<file path="src/rtl/cluster_pkg.sv">
// Shared cluster definitions: the instruction address type and the default processor count.
// The processor and the cluster top level use the same definitions.
package cluster_pkg;

    localparam int unsigned ADDR_W         = 8;
    localparam int unsigned N_PROC_DEFAULT = 4;

    typedef logic [ADDR_W-1:0] addr_t;

endpackage

</file>
<file path="src/rtl/spawn_fifo.sv">
// Start-address FIFO for the spawn dispatcher. Reset can optionally preload one entry.
// Ports:
//   clk, rst_n  clock, asynchronous active-low reset
//   push        write push_data (taken when not full, or when full and popping)
//   push_data   address to enqueue
//   pop         drop the head entry (ignored when empty)
//   head        oldest entry, valid when empty is low
//   full        all DEPTH entries in use
//   empty       no entries in use
//   level       occupancy, 0..DEPTH
module spawn_fifo
    import cluster_pkg::*;
#(
    parameter int unsigned DEPTH         = 4,
    parameter addr_t       PRELOAD_VALUE = 8'h00,
    parameter bit          PRELOAD_EN    = 1'b1,
    localparam int unsigned PTR_W        = $clog2(DEPTH),
    localparam int unsigned LVL_W        = PTR_W + 1
) (
    input  logic             clk,
    input  logic             rst_n,
    input  logic             push,
    input  addr_t            push_data,
    input  logic             pop,
    output addr_t            head,
    output logic             full,
    output logic             empty,
    output logic [LVL_W-1:0] level
);

    addr_t            mem_q [DEPTH];
    logic [PTR_W-1:0] rd_ptr_q;
    logic [PTR_W-1:0] wr_ptr_q;
    logic [LVL_W-1:0] count_q;
    logic             do_push;
    logic             do_pop;

    assign empty   = (count_q == '0);
    assign full    = (count_q == LVL_W'(DEPTH));
    assign do_pop  = pop & ~empty;
    // A pop frees a slot in the same cycle, so a full FIFO still accepts a push.
    assign do_push = push & (~full | do_pop);
    assign head    = mem_q[rd_ptr_q];
    assign level   = count_q;

    always_ff @(posedge clk or negedge rst_n) begin
        if (!rst_n) begin
            for (int unsigned i = 0; i < DEPTH; i++) begin
                mem_q[i] <= '0;
            end
            if (PRELOAD_EN) begin
                mem_q[0] <= PRELOAD_VALUE;
            end
            rd_ptr_q <= '0;
            wr_ptr_q <= PTR_W'(PRELOAD_EN);
            count_q  <= LVL_W'(PRELOAD_EN);
        end else begin
            if (do_push) begin
                mem_q[wr_ptr_q] <= push_data;
                wr_ptr_q        <= wr_ptr_q + 1'b1;
            end
            if (do_pop) begin
                rd_ptr_q <= rd_ptr_q + 1'b1;
            end
            case ({do_push, do_pop})
                2'b10:   count_q <= count_q + 1'b1;
                2'b01:   count_q <= count_q - 1'b1;
                default: ;
            endcase
        end
    end

endmodule

</file>
<file path="src/rtl/spawn_dispatcher.sv">
// Cluster scheduler: accepts SPAWN requests over per-processor toggle handshakes, queues the
// start addresses and launches each one on the lowest-index idle processor. Reset preloads
// the boot address so processor 0 is launched first.
// Ports:
//   clk, rst_n     clock, asynchronous active-low reset
//   trigger_spawn  per-processor request toggle (pending while != disp_ack)
//   spawn_addr     per-processor requested start address
//   disp_ack       per-processor acknowledge toggle
//   run            per-processor running flag
//   start          one-cycle launch pulse, at most one bit set
//   start_addr     per-processor launch address, held between pulses
//   queue_level    FIFO occupancy
//   cluster_idle   no request, no queued entry, no launch in flight, nothing running
module spawn_dispatcher
    import cluster_pkg::*;
#(
    parameter int unsigned  N_PROC      = N_PROC_DEFAULT,
    parameter int unsigned  QUEUE_DEPTH = 4,
    parameter addr_t        BOOT_ADDR   = 8'h00,
    localparam int unsigned LVL_W       = $clog2(QUEUE_DEPTH) + 1,
    localparam int unsigned IDX_W       = $clog2(N_PROC)
) (
    input  logic                    clk,
    input  logic                    rst_n,
    input  logic [N_PROC-1:0]       trigger_spawn,
    input  addr_t [N_PROC-1:0]      spawn_addr,
    output logic [N_PROC-1:0]       disp_ack,
    input  logic [N_PROC-1:0]       run,
    output logic [N_PROC-1:0]       start,
    output addr_t [N_PROC-1:0]      start_addr,
    output logic [LVL_W-1:0]        queue_level,
    output logic                    cluster_idle
);

    logic [IDX_W-1:0]  rr_ptr_q;
    logic [N_PROC-1:0] launched_q;
    logic [N_PROC-1:0] pending;
    logic [N_PROC-1:0] avail;
    logic              grant_valid;
    logic [IDX_W-1:0]  grant_idx;
    logic [IDX_W-1:0]  grant_cand;
    logic              launch_valid;
    logic              launch_any;
    logic [IDX_W-1:0]  launch_idx;
    logic [IDX_W-1:0]  launch_cand;
    logic              accept;
    logic              fifo_full;
    logic              fifo_empty;
    addr_t             fifo_head;
    logic              idle_now;

    assign pending = trigger_spawn ^ disp_ack;
    // launched_q covers the gap between the START pulse and RUN rising.
    assign avail   = ~run & ~launched_q;

    // Round-robin: first pending request at or after rr_ptr_q, wrapping at N_PROC.
    always_comb begin
        grant_valid = 1'b0;
        grant_idx   = '0;
        grant_cand  = rr_ptr_q;
        for (int unsigned k = 0; k < N_PROC; k++) begin
            if (!grant_valid && pending[grant_cand]) begin
                grant_valid = 1'b1;
                grant_idx   = grant_cand;
            end
            grant_cand = (grant_cand == IDX_W'(N_PROC - 1)) ? '0 : grant_cand + 1'b1;
        end
    end

    // Lowest-index available processor.
    always_comb begin
        launch_any  = 1'b0;
        launch_idx  = '0;
        launch_cand = '0;
        for (int unsigned k = 0; k < N_PROC; k++) begin
            if (!launch_any && avail[launch_cand]) begin
                launch_any = 1'b1;
                launch_idx = launch_cand;
            end
            launch_cand = launch_cand + 1'b1;
        end
    end

    // The head is only launched from storage, so a fresh push cannot launch in its own cycle.
    assign launch_valid = launch_any & ~fifo_empty;
    assign accept       = grant_valid & (~fifo_full | launch_valid);
    assign idle_now     = ~|pending & fifo_empty & ~|launched_q & ~|start & ~|run;

    spawn_fifo #(
        .DEPTH         (QUEUE_DEPTH),
        .PRELOAD_VALUE (BOOT_ADDR),
        .PRELOAD_EN    (1'b1)
    ) u_fifo (
        .clk       (clk),
        .rst_n     (rst_n),
        .push      (accept),
        .push_data (spawn_addr[grant_idx]),
        .pop       (launch_valid),
        .head      (fifo_head),
        .full      (fifo_full),
        .empty     (fifo_empty),
        .level     (queue_level)
    );

    always_ff @(posedge clk or negedge rst_n) begin
        if (!rst_n) begin
            disp_ack     <= '0;
            start        <= '0;
            start_addr   <= '0;
            cluster_idle <= 1'b0;
            rr_ptr_q     <= '0;
            launched_q   <= '0;
        end else begin
            start        <= '0;
            launched_q   <= launched_q & ~run;
            cluster_idle <= idle_now;
            if (launch_valid) begin
                start[launch_idx]      <= 1'b1;
                start_addr[launch_idx] <= fifo_head;
                launched_q[launch_idx] <= 1'b1;
            end
            if (accept) begin
                disp_ack[grant_idx] <= trigger_spawn[grant_idx];
                rr_ptr_q <= (grant_idx == IDX_W'(N_PROC - 1)) ? '0 : grant_idx + 1'b1;
            end
        end
    end

endmodule

</file>
<file path="config.mk">
export PLATFORM = sky130hd
export DESIGN_NAME = spawn_dispatcher
export DESIGN_NICKNAME = d
export VERILOG_FILES = /design/src/rtl/cluster_pkg.sv /design/src/rtl/spawn_fifo.sv /design/src/rtl/spawn_dispatcher.sv
export SDC_FILE = /design/constraint.sdc
export NUM_CORES = 1
export LEC_CHECK = 0
export ABC_AREA = 1
export CORE_UTILIZATION = 40
export DETAILED_ROUTE_END_ITERATION = 10
export DONT_BUFFER_PORTS = 1
export HOLD_SLACK_MARGIN = 0.08
export PLACE_DENSITY_LB_ADDON = 0.05
export SETUP_SLACK_MARGIN = 0.2
export SYNTH_ARGS = -nofsm -noshare
export SYNTH_HDL_FRONTEND = slang
export SYNTH_HIERARCHICAL = 1
export SYNTH_SLANG_ARGS = --single-unit
</file>
<file path="constraint.sdc">
create_clock -name clk -period 4.1 [get_ports clk]
set_input_delay 0.41 -clock clk [delete_from_list [all_inputs] [get_ports clk]]
set_output_delay 0.41 -clock clk [all_outputs]
set_load 0.02 [all_outputs]
</file>
==> flow_results.org, run 1 <==
** Drt
- Number of iterations in the first detailed-routing pass :: 4
- Remaining routing DRC violations :: 0
- The count of nets left with antenna violations once routing finished came out at 0.
- Wirelength, routed :: 10600 um
- Across all layers, the routed design uses 3677 vias.
- After the first detailed-routing iteration, the DRC count stood at 256.
- Using the TritonRoute via totals, the vias-per-cell ratio works out to 5.18.
- After detailed routing, the average wire length per cell comes to 14.9 um.

** Layout
- Most common cell after layout, fill and taps aside :: sky130_fd_sc_hd__nand2_1
- Area delta synth->final :: 6.07%
- Fill cells in the final layout number 1129.
- Antenna diodes :: 0
- In the final layout, the multi-input gates occupy 2010 um^2.
- The net count of the finished layout is 614.
- In the layout the commonest cells are sky130_fd_sc_hd__nand2_1 (205), sky130_fd_sc_hd__dfrtp_1 (84), sky130_fd_sc_hd__nor2_1 (46).
- Seq. cell area :: 2150 um^2
- Share of layout cells above drive strength 1 :: 7.72%

** Critical path
- The critical path starts at rr_ptr_q[0]$_DFFE_PN0P_.
- Critical path peak fanout :: 6
- Startpoint Class :: flop
- Worst Path Buf+Inv :: 3
- Highest-delay cell along the critical path :: sky130_fd_sc_hd__dfrtp_1
- Required @ worst endpoint :: 4.36 ns
- Gate family responsible for the most delay along the worst path :: adder cells
- Crit path DAT :: 3.38 ns
- Class of the most critical setup path :: flop to flop
- Walking the worst path, the cells encountered are ha_1 > inv_2 > nor2_1 > nor2_1 > a21oi_2 > nand3_1 > o21ai_1 > inv_1 > nand2_1 > ha_1 > inv_1 > fa_1 > nand2_1 > nand3b_1 > xor2_1.
- Critical path capture point type :: flop
- Worst path max stage delay :: 0.46 ns
- R2r startpoint :: rr_ptr_q[0]$_DFFE_PN0P_

** Hold path
- In this run the most critical hold path is launched from run[1].
- In this run the worst hold path is classified as input pin to flop.

** Die
- Number of I/O pins :: 86
- Die area :: 11700 um^2
- Num rows :: 38
- In this run the horizontal extent of the chip is 108 um.
- The core region is 10900 um^2.
- In this run the vertical extent of the chip is 108 um.
- Starting density of the core :: 41.3%

** Timing
- The final hold violation count is 0.
- Worst clock skew on the final layout :: 0.00988 ns
- Actual slew at the worst max-slew pin :: 0.895 ns
- The max-slew violation count was 0.
- The routed design could run at a clock period as short as 3.13 ns.
- The worst path uses 76.2% of the clock period.
- Setup repair after global routing left no endpoint under its margin.
- Final sum of negative setup slack :: 0 ns
- Max transition margin :: 40.1%
- Setup violations remaining at the end of the flow were counted as 0.
- Max Fclk :: 320 MHz

** Yosys
- Distinct cell type count of the synthesized netlist :: 33
- Synth Instances :: 571
- After synthesis the netlist holds a flip-flop and latch count of 86.
- In this run the mean area of a mapped cell was 7.88 um^2.
- Count of warnings emitted by yosys :: 6
- Share of the yosys chip area belonging to registers :: 47.9%
- Area of the mapped netlist :: 4500 um^2
- Counting every net in the synthesized netlist gives 620.

** Clock network
- Post-CTS setup buffer count :: 0
- Clock-pin slew was measured on the worst setup and hold paths at 0.08 ns.
- Clock latency on the worst-skew pair, taken at its later pin, is 0.37 ns.
- CTS placed an instance of sky130_fd_sc_hd__clkbuf_8 at the clock tree root.
- CTS resizes :: 0
- Clock sinks :: 86
- Hold-fix buffers at CTS :: 2
- TritonCTS built the clock tree.
- Bufs on Longest Clock Path :: 2
- The H-tree was split into 3 levels.
- Number of buffers created by CTS :: 9

** Place
- The congestion estimate from routability-driven global placement came to 0.936.
- After legalization and detailed placement, the total HPWL measured 7610 um.
- Total of buffers placed on input and output ports :: 0

** Global routing
- The number of antenna violations at the first check in global routing was 0.
- For this run the aggregate overflow at the end of global routing stands at 0.
- The first global-routing pass estimated 17700 um of wire.
- Largest net degree at the start of global routing :: 87
- Global-route usage over all layers :: 19.7%
- The via count of the first global-routing pass was 3466.

** Job
- Max-cap violations in this run came to 0.

** Status
- Status :: completed
==> flip-flops by register name, summed over array words and instances, names as in the netlist <==
register and cells:
u_fifo/level 3, u_fifo/wr_ptr_q 2, launched_q 4, disp_ack 4, rr_ptr_q 2, u_fifo/mem_q 32, cluster_idle 1, start_addr 32
u_fifo/rd_ptr_q 2, start 4
==> logic make-up (layout without fill, tap and decap cells) <==
kind of cell             count (synthesis)  count (layout)  synth area share [%]
buffers and inverters                   70              69                  7.37
multiplexers                             3               3                 0.751
adder cells (fa/ha/maj)                  7               7                  2.11
XOR/XNOR                                 4               4                 0.779
flip-flops                              86              86                  47.9
AO/OA/AOI/OAI                           67              67                  8.54
AND/OR/NAND/NOR                        334             334                  32.5
==> final cells by class <==
class | instances | area share (%)
sequential | 86 | 45.2
multi-input combinational | 415 | 42.2
inverter | 47 | 3.70
tap | 140 | 3.67
clock buffer | 12 | 3.25
timing repair buffer | 6 | 1.42
clock inverter | 4 | 0.630
==> layer usage <==
layer  wire [um]  track usage (%)  vias up
met2        4490             28.8      123
met1        5090             27.8     1685
met5           0                0        -
met3         839             5.55       12
met4         136             6.95        0
li1            -                -     1857
==> cell usage after synthesis, drive strengths merged <==
master	n	area, um^2
xor2	2	17.5
fa	1	20.0
o22ai	11	68.8
dfstp	2	52.6
nand4	38	238
o21ai	31	155
nand3	33	195
inv	47	176
nand2	207	787
nor2	51	214
buf	18	136
ha	6	75.1
dfrtp	84	2100
clkbuf	5	18.8
a21oi	17	100
xnor2	2	17.5
o21a	7	52.6
nand3b	1	7.51
nor4	1	6.26
mux2	3	33.8
o211ai	1	7.51
nor3	3	15.0
==> path summary, 6_finish.rpt <==
check / cells past startpoint / endpoint / slack, ns
min in group asynchronous: 2 / start_addr[24]$_DFFE_PN0P_ / 0.61
max reg2reg: 15 / u_fifo/level[2]$_DFFE_PN0P_ / 0.97
min reg2reg: 2 / u_fifo/mem_q[14]$_DFFE_PN0P_ / 0.48
min: 1 / launched_q[1]$_DFF_PN0_ / 0.15
max in group asynchronous: 2 / u_fifo/level[0]$_DFFE_PN1P_ / 3.15
max: 15 / u_fifo/level[2]$_DFFE_PN0P_ / 0.97
==> through the flow <==
| stage | worst slack (ns) | cell area (um^2) | hold WS (ns) | utilization [%] | instances |
|---|---|---|---|---|---|
| 2_1_floorplan | 1.18 | 4500 | 0.114 | - | 571 |
| 3_3_place_gp | 1.10 | 4550 | 0.117 | 41.8 | 692 |
| 3_5_place_dp | 1.01 | 4550 | 0.117 | 41.8 | 692 |
| 4_1_cts | 1.01 | 4770 | 0.125 | 43.8 | 710 |
| 5_1_grt | 0.685 | 4770 | 0.117 | 43.8 | 710 |
| 6_report | 0.975 | 4770 | 0.147 | 43.8 | 710 |
Power of run 1 is not shown: default switching activity piles up to over one toggle a cycle in this logic, so the estimate is an artifact.
==> inputs of run 2 (changes only) <==
==> constraint.sdc (replaced) <==
create_clock -name clk -period 2.9 [get_ports clk]
set_input_delay 0.29 -clock clk [delete_from_list [all_inputs] [get_ports clk]]
set_output_delay 0.29 -clock clk [all_outputs]
set_load 0.02 [all_outputs]
==> run 2 against run 1 <==
Compared with the run above: wire length increased by 3.3%; non-clock buffer count increased by 25; final cell count increased by 3.7%.
==> flow_results.org, run 2 (same netlist as run 1, synthesis figures left out) <==
** Global routing
- The via count of the first global-routing pass came to 3493.
- Global routing used 19.4% of the available tracks across all layers.
- The first global-routing pass estimated 17700 um of wire.
- The total overflow left after global routing is 0.
- Global routing consumed, on the met1 layer, 28.2% of the routing resources.
- For this run, global-route usage on met3 was measured as 2.95%.
- Largest net degree at the start of global routing :: 87
- For this run, global-route usage on met2 was measured as 28.9%.
- The layer flagged by global routing as most heavily used is met2.
- Initial antenna violation count :: 0

** Timing
- After layout, the minimum clock period comes to 2.57 ns.
- Dividing the final minimum period by the clock period gives 88.5%.
- The final hold violation count came to 0.
- The tightest hold path in the finished design has a slack of 0.130 ns.
- Setup repair after global routing left no endpoint under its margin.
- The max-slew violation count came to 0.
- Max transition margin :: 64.0%
- At the pin with the least slew margin, the transition time is 0.540 ns.
- Clock skew on the completed layout was measured at 0.00939 ns.
- Setup violations remaining at the end of the flow were counted as 0.
- For this run, the top clock speed supported by timing is 390 MHz.
- Final sum of negative setup slack :: 0 ns

** Layout
- The repair_antennas step left the layout with diodes totalling 0.
- The largest registers in the layout are start_addr x32, u_fifo/mem_q x32.
- Multi-input logic area :: 2140 um^2
- The area growth from synthesis to layout is 13.6%.
- Count of fill cells added during filler insertion :: 1088
- Nets :: 640
- In the final layout, the share of cells above drive strength 1 is 15.4%.
- Area of all placed cells without fillers :: 5110 um^2
- Most common cell after layout, fill and taps aside :: sky130_fd_sc_hd__nand2_1
- Leading cell types in the layout, fill and taps excluded :: sky130_fd_sc_hd__nand2_1 (204), sky130_fd_sc_hd__dfrtp_1 (79), sky130_fd_sc_hd__nor2_1 (45)
- The count of cells in the finished layout, fillers not included, comes to 736.
- The sequential cells in the finished layout cover a total of 2160 um^2.

** Clock network
- Register clock-pin slew on the reported worst setup and hold paths :: 0.09 ns
- Clock tree synthesis selected as its root buffer the cell sky130_fd_sc_hd__clkbuf_8.
- CTS tree :: done
- The clock net in this run drives a total of 86 sinks.
- Total number of H-tree levels :: 3
- The number of clock buffers added by TritonCTS is 9.
- Bufs on Longest Clock Path :: 2
- At the later pin of the worst-skew pair, clock insertion delay measures 0.36 ns.

** Critical path
- Crit path DAT :: 2.86 ns
- Critical path peak fanout :: 8
- Startpoint Class :: flop
- Critical path capture point type :: flop
- Data on the critical path is required at its endpoint by 3.19 ns.
- Class of the most critical setup path :: flop to flop

** Place
- Total half-perimeter wirelength after legalization and detailed placement :: 7580 um
- Total placed instance area :: 4630 um^2
- RD Place Congestion :: 0.771
- DP Cell Count :: 700
- Total of buffers placed on input and output ports :: 0

** Drt
- Residual antenna-violating net count after detailed routing :: 0
- Wirelength, routed :: 10900 um
- After detailed routing, the number of vias per cell comes to 5.18.
- Routed wire per std cell :: 14.8 um
- The pre-antenna-repair detailed-routing pass consisted of 5 iterations.
- Total via count after detailed routing :: 3813
- Remaining routing DRC violations :: 0
- After the first detailed-routing iteration, the DRC count stood at 297.

** Die
- Die width :: 108 um
- 86 I/O pins were placed.
- After floorplanning, the core was sized to cover 10900 um^2.
- The die is 108 um tall.
- Row generation in the floorplan step produced 38 rows.
- The die covers 11700 um^2.
- Starting density of the core :: 41.3%

** Job
- Maximum Capacitance Violations :: 0

** Hold path
- The tightest min-delay check is of the input pin to flop type.

** Status
- Status :: completed
[run 2: layout make-up]
type	instances	share of cell area, %
Sequential cell	86	42.3
Clock inverter	5	0.686
Inverter	47	3.45
Tap cell	140	3.43
Timing Repair Buffer	31	5.58
Clock buffer	11	2.77
Multi-Input combinational cell	416	41.8
[run 2: per-layer routing]
layer  up-vias  share of wire (%)  routed length [um]
met5         -                  0                   0
met4         0                1.7                 188
met2       127                 43                4740
met1      1769                 49                5350
met3        17                5.8                 635
li1       1900                  -                   -
[run 2: worst max-delay path: stages, from the launching register on]
cell	delay [ns]
sky130_fd_sc_hd__dfrtp_2	0.46
sky130_fd_sc_hd__ha_4	0.30
sky130_fd_sc_hd__inv_2	0.07
sky130_fd_sc_hd__nor2_4	0.12
sky130_fd_sc_hd__nor2_1	0.07
sky130_fd_sc_hd__a21oi_2	0.20
sky130_fd_sc_hd__buf_4	0.15
sky130_fd_sc_hd__nand2_1	0.05
sky130_fd_sc_hd__nor2_1	0.20
sky130_fd_sc_hd__a21oi_4	0.10
sky130_fd_sc_hd__buf_12	0.14
sky130_fd_sc_hd__nor2_4	0.19
sky130_fd_sc_hd__nand2_1	0.09
sky130_fd_sc_hd__nand3_2	0.13
sky130_fd_sc_hd__nand4_1	0.12
sky130_fd_sc_hd__nand2_1	0.09
[run 2: path summary, 6_finish.rpt]
kind                                         startpoint                              to  slack (ns)  depth (start not counted)
setup / recovery                rr_ptr_q[0]$_DFFE_PN0P_     u_fifo/mem_q[1]$_DFFE_PN0P_        0.33                         15
hold / removal                                   run[1]              start[1]$_DFF_PN0_        0.13                          3
setup reg to reg                rr_ptr_q[0]$_DFFE_PN0P_     u_fifo/mem_q[1]$_DFFE_PN0P_        0.33                         15
hold reg to reg            u_fifo/mem_q[11]$_DFFE_PN0P_    u_fifo/mem_q[11]$_DFFE_PN0P_        0.47                          2
max in group asynchronous                         rst_n  u_fifo/wr_ptr_q[0]$_DFFE_PN1P_        2.03                          2
min in group asynchronous                         rst_n     u_fifo/level[1]$_DFFE_PN0P_        0.51                          2
[run 2: timing repair]
action / 4_1_cts / 5_1_grt
hold buffers: 6 / 0
setup endpoints to repair: 9 / 39
pin swaps: 1 / 10
setup buffers: 2 / 11
gates resized for setup: 2 / 27
cloned: 0 / 1
endpoints found under the hold margin: 90 / 0
[run 2: through the flow]
| step | utilization [%] | setup WS [ns] |
|---|---|---|
| after floorplan | - | 0.208 |
| after global placement | 42.5 | 0.308 |
| after detailed placement | 42.5 | 0.185 |
| after CTS | 45.1 | 0.201 |
| after global routing | 46.9 | 0.155 |
| final | 46.9 | 0.333 |
Power of run 2 is left out for the same reason.
==> inputs of run 3 (changes only) <==
--- a/config.mk
+++ b/config.mk
@@ -12,6 +12,7 @@
 export HOLD_SLACK_MARGIN = 0.08
 export PLACE_DENSITY_LB_ADDON = 0.05
 export SETUP_SLACK_MARGIN = 0.2
+export SLEW_MARGIN = 20
 export SYNTH_ARGS = -nofsm -noshare
 export SYNTH_HDL_FRONTEND = slang
 export SYNTH_HIERARCHICAL = 1
==> results of run 3 <==
Final layout, timing and power as in run 2 (identical DEF).
Power of run 3 is left out for the same reason.
==> patch 1 (config.mk and constraints of run 2) <==
`ADDR_W`: 8 -> 9.
--- a/src/rtl/cluster_pkg.sv
+++ b/src/rtl/cluster_pkg.sv
@@ -2,7 +2,7 @@
 // The processor and the cluster top level use the same definitions.
 package cluster_pkg;
 
-    localparam int unsigned ADDR_W         = 8;
+    localparam int unsigned ADDR_W         = 9;
     localparam int unsigned N_PROC_DEFAULT = 4;
 
     typedef logic [ADDR_W-1:0] addr_t;
Ports: changed (resized spawn_addr and start_addr); port bits go from 86 to 94. No check against the original RTL was run, so the function may have changed too.
==> patch 1 against run 2 <==
Setup slack gained 29 ps; critical path depth fell by 2; wire length grew 9.6%; design area is 8.6% higher; sequential cell count grew 8; synthesized area grew 8.7%; count of clock-buffer cells in the layout fell by 1; worst hold slack gained 36 ps; critical endpoint unchanged.
Power is not shown: default switching activity piles up to over one toggle a cycle in this logic, so the estimate is an artifact.
==> patch 1: results (changes against run 2) <==
Metal-1 WL -> 5800 um (+8.4%)
vias per cell -> 5.22 (+0.75%)
worst r2r src -> rr_ptr_q[1]$_DFFE_PN0P_
synth cell count leaders -> nand2_1 (221), dfrtp_1 (92), nor2_1 (43), nand4_1 (40), inv_1 (38)
pre-CTS WS -> 330 ps (+144 ps)
crit-path max FO -> 10 (+2)
slowest stage delay, CP -> 440 ps (-20 ps)
r2r setup slk -> 360 ps (+30 ps)
Routed WL -> 12000 um (+9.6%)
Final period util -> 87.5% (-1.0 points)
vias in the first global route -> 3786 (+8.4%)
status -> finished, final reports clean
Largest regs -> start_addr: 36 flops, u_fifo/mem_q: 36 flops
global-route wire length before repair -> 19400 um (+9.8%)
GRT met1 Usage -> 27.9% (-0.34 points)
CTS root buf -> clkbuf_16
DR iter-0 viols -> 226 (-24%)
DR WL met2 -> 5270 um (+11%)
register area -> 0.00236 mm^2 (+9.3%)
met3 routed WL -> 731 um (+15%)
Net Count, Synth -> 657 (+6.0%)
inverters -> 46 (-2.1%)
Non-Clock Buffer Count -> 22 (-29%)
top post-synthesis cells by area -> dfrtp_1 (47%), nand2_1 (17%), nand4_1 (5.1%)
CTS resizes -> 0 (-2)
share of layout cells above drive strength 1 -> 14.4% (-1.1 points)
largest net degree at the start of global routing -> 95 (+9.2%)
Placed Area -> 0.00507 mm^2 (+9.5%)
Post CTS Setup Buffer Count -> 0 (-2)
Hold WS -> 166 ps (+36.4 ps)
-- patch 1: worst min-delay path by stage --
| stage | endpoint | cells after the start |
|---|---|---|
| 3_5_place_dp | launched_q[3]$_DFF_PN0_ | 0 |
| 4_1_cts | cluster_idle$_DFF_PN0_ | 3 |
| 5_1_grt | cluster_idle$_DFF_PN0_ | 3 |
| 6_report | cluster_idle$_DFF_PN0_ | 3 |
| 3_3_place_gp | launched_q[3]$_DFF_PN0_ | 0 |
| 2_1_floorplan | cluster_idle$_DFF_PN0_ | 0 |
-- patch 1: kinds of logic after synthesis --
logic type | after synthesis | synth area share (%)
flops | 94 | 48.2
xor+xnor | 4 | 0.717
simple gates | 356 | 32.9
fa+ha+maj | 7 | 1.95
compound gates | 62 | 7.43
buf+inv | 69 | 6.07
mux | 12 | 2.77
==> patch 2 (settings of run 2) <==
Without the edit above. Make the reset (`rst_n`) synchronous in 2 clocked blocks. Comments in the files are not updated.
--- a/src/rtl/spawn_fifo.sv
+++ b/src/rtl/spawn_fifo.sv
@@ -43,7 +43,7 @@
     assign head    = mem_q[rd_ptr_q];
     assign level   = count_q;
 
-    always_ff @(posedge clk or negedge rst_n) begin
+    always_ff @(posedge clk) begin
         if (!rst_n) begin
             for (int unsigned i = 0; i < DEPTH; i++) begin
                 mem_q[i] <= '0;
--- a/src/rtl/spawn_dispatcher.sv
+++ b/src/rtl/spawn_dispatcher.sv
@@ -102,7 +102,7 @@
         .level     (queue_level)
     );
 
-    always_ff @(posedge clk or negedge rst_n) begin
+    always_ff @(posedge clk) begin
         if (!rst_n) begin
             disp_ack     <= '0;
             start        <= '0;
Formal check against the unedited RTL: differs if rst_n is asserted again (counterexample within 4 cycles, from zero or initial values and one cycle with rst_n low); with rst_n held inactive, the same outputs for 4 cycles.
==> patch 2 against run 2 <==
Via count shrank 0.26%; wire length grew 9.8%; critical path depth grew 2; synthesized area shrank 3.4%; sequential cell count grew 2; count of clock-buffer cells in the layout is the same; setup slack gained 5.0 ps; synthesized cell count grew 1.2%; design area shrank 3.2%; worst hold slack lost 31 ps; global-route usage grew 2.7 points; critical path type unchanged; critical endpoint is now u_fifo/level[2]$_SDFFE_PN0P_; highest routed layer unchanged.
==> patch 2: results (changes against run 2) <==
routed len/inst -> 16.1 um (+8.9%)
reg-to-reg endpoint -> u_fifo/level[2]$_SDFFE_PN0P_
share of layout cells above drive strength 1 -> 13.9% (-1.6 points)
worst min path class -> input pin to register
synth cell count leaders -> nor2_1 (116), nand2_1 (109), dfxtp_1 (64), inv_1 (52), nand3_1 (48)
top post-synthesis cells by area -> dfxtp_1 (30%), edfxtp_1 (17%), nor2_1 (10%)
Worst EP arrival -> 2830 ps (-30 ps)
Net Count, Synth -> 623 (+0.48%)
crit-path max FO -> 6 (-2)
endpoints failing setup -> 0 (unchanged)
dpl hpwl -> 8460 um (+12%)
clock insertion delay at the later pin of the skew report -> 370 ps
status -> finished, final reports clean
met2 Use GR -> 37.8% (+8.8 points)
met3 usage -> 5.21% (+2.3 points)
Max-slew headroom -> 25.4% (-39 points)
DR WL met2 -> 5830 um (+23%)
Final #Nets -> 646 (+0.94%)
vias in the first global route -> 3709 (+6.2%)
length of the first detailed-routing pass in iterations -> 4 (-1)
Reg clk slew, reported paths -> 100 ps
GRT met1 Usage -> 28.2% (about the same)
largest net degree at the start of global routing -> 30 (-66%)
EDFF count, synth -> 24 (+24)
P_leak -> 2.16 nW
Metal-1 WL -> 5410 um (+1.2%)
worst r2r src -> rr_ptr_q[0]$_SDFFE_PN0P_
Yosys cell types -> 40 (+21%)
worst reg2reg path depth -> 17 (+2)
Largest regs -> start_addr: 32 flops, u_fifo/mem_q: 32 flops
Total GRT Usage -> 22.1% (+2.7 points)
Hold WS -> 98.4 ps (-31.2 ps)
Hold Path Sink -> u_fifo/rd_ptr_q[1]$_SDFFE_PN0N_
Crit-path slowest cell -> dfxtp_2
DR vias -> 3803 (-0.26%)
DR iter-0 viols -> 267 (-10%)
worst hold stages -> 1 (-2)
global-route wire length before repair -> 19100 um (+8.0%)
initial antenna violation count -> 0 (unchanged)
sequential share of the synthesized area -> 46.1% (-1.8 points)
Syn. warnings -> 6 (unchanged)
slowest stage delay, CP -> 380 ps (-80 ps)
fraction of registers with async set/reset -> 0% (-100 points)
hold path startpoint -> rst_n
GP Congestion -> 0.803 (+4.2%)
Clock Skew -> 15.5 ps (+6.12 ps)
## patch 2: cell count changes after synthesis, moves of 24 or more
cell and change:
nand4_1 -32, nand2_1 -96, dfrtp_1 -84, edfxtp_1 +24, dfxtp_1 +64, nor2_1 +70
## patch 2: kinds of logic (layout without fill, tap and decap cells)
family          Yosys count  in the layout  synth area share [%]
fa+ha+maj                 3              3                  1.04
buf+inv                  73            100                  7.03
compound gates           91             91                  11.6
flops                    88             88                  46.1
simple gates            323            324                  34.3
## patch 2: timing repair
item / in CTS / in global routing
hold buffers: 5 / 0
endpoints found under the setup margin: 6 / 50
gates resized for setup: 3 / 18
setup buffers: 0 / 3
gates cloned: 0 / 1
pin swaps: 0 / 8
endpoints found under the hold margin: 33 / 0
## patch 2: power breakdown
group          internal (mW)  switching, mW  leakage [nW]
clock network          0.512          0.482         0.121
registers               1.72          0.350         0.776
logic                   1.23           2.63          1.26
total                   3.46           3.46          2.16
## patch 2: through the flow
| stage | util (%) | worst slack (ps) | cells | cell area, um^2 |
|---|---|---|---|---|
| 4_1_cts | 46.7 | 223 | 738 | 4860 |
| 5_1_grt | 47.5 | 160 | 742 | 4950 |
| 3_5_place_dp | 43.8 | 150 | 717 | 4560 |
| 6_report | 47.5 | 338 | 742 | 4950 |
| 3_3_place_gp | 43.8 | 240 | 717 | 4560 |
| 2_1_floorplan | - | 231 | 578 | 4340 |
## patch 2: area by class of cell
cell class | count | area (um^2)
Clock inverter | 5 | 65.1
Sequential cell | 88 | 2010
Fill cell | 1080 | 5470
Clock buffer | 11 | 174
Timing Repair Buffer | 27 | 223
Multi-Input combinational cell | 418 | 2100
Tap cell | 136 | 170
Inverter | 57 | 214
## patch 2: worst max path at each step
stage	from	end	slack (ps)	cells after the start
after detailed placement	rr_ptr_q[1]$_SDFFE_PN0P_	u_fifo/level[2]$_SDFFE_PN0P_	150	16
after floorplan	rr_ptr_q[0]$_SDFFE_PN0P_	u_fifo/mem_q[2][0]$_SDFFCE_PN0P_	230	11
after global placement	rr_ptr_q[1]$_SDFFE_PN0P_	u_fifo/level[2]$_SDFFE_PN0P_	240	15
final	rr_ptr_q[0]$_SDFFE_PN0P_	u_fifo/level[2]$_SDFFE_PN0P_	340	17
after CTS	rr_ptr_q[1]$_SDFFE_PN0P_	u_fifo/mem_q[0][1]$_SDFFE_PN0P_	220	18
after global routing	rr_ptr_q[1]$_SDFFE_PN0P_	u_fifo/mem_q[0][6]$_SDFFE_PN0P_	160	19
## patch 2: critical path, delay by kind of cell (launching register included)
family | cells | cell delay (ps)
simple gates | 10 | 1130
fa+ha+maj | 2 | 510
flops | 1 | 380
buf+inv | 4 | 300
compound gates | 1 | 160
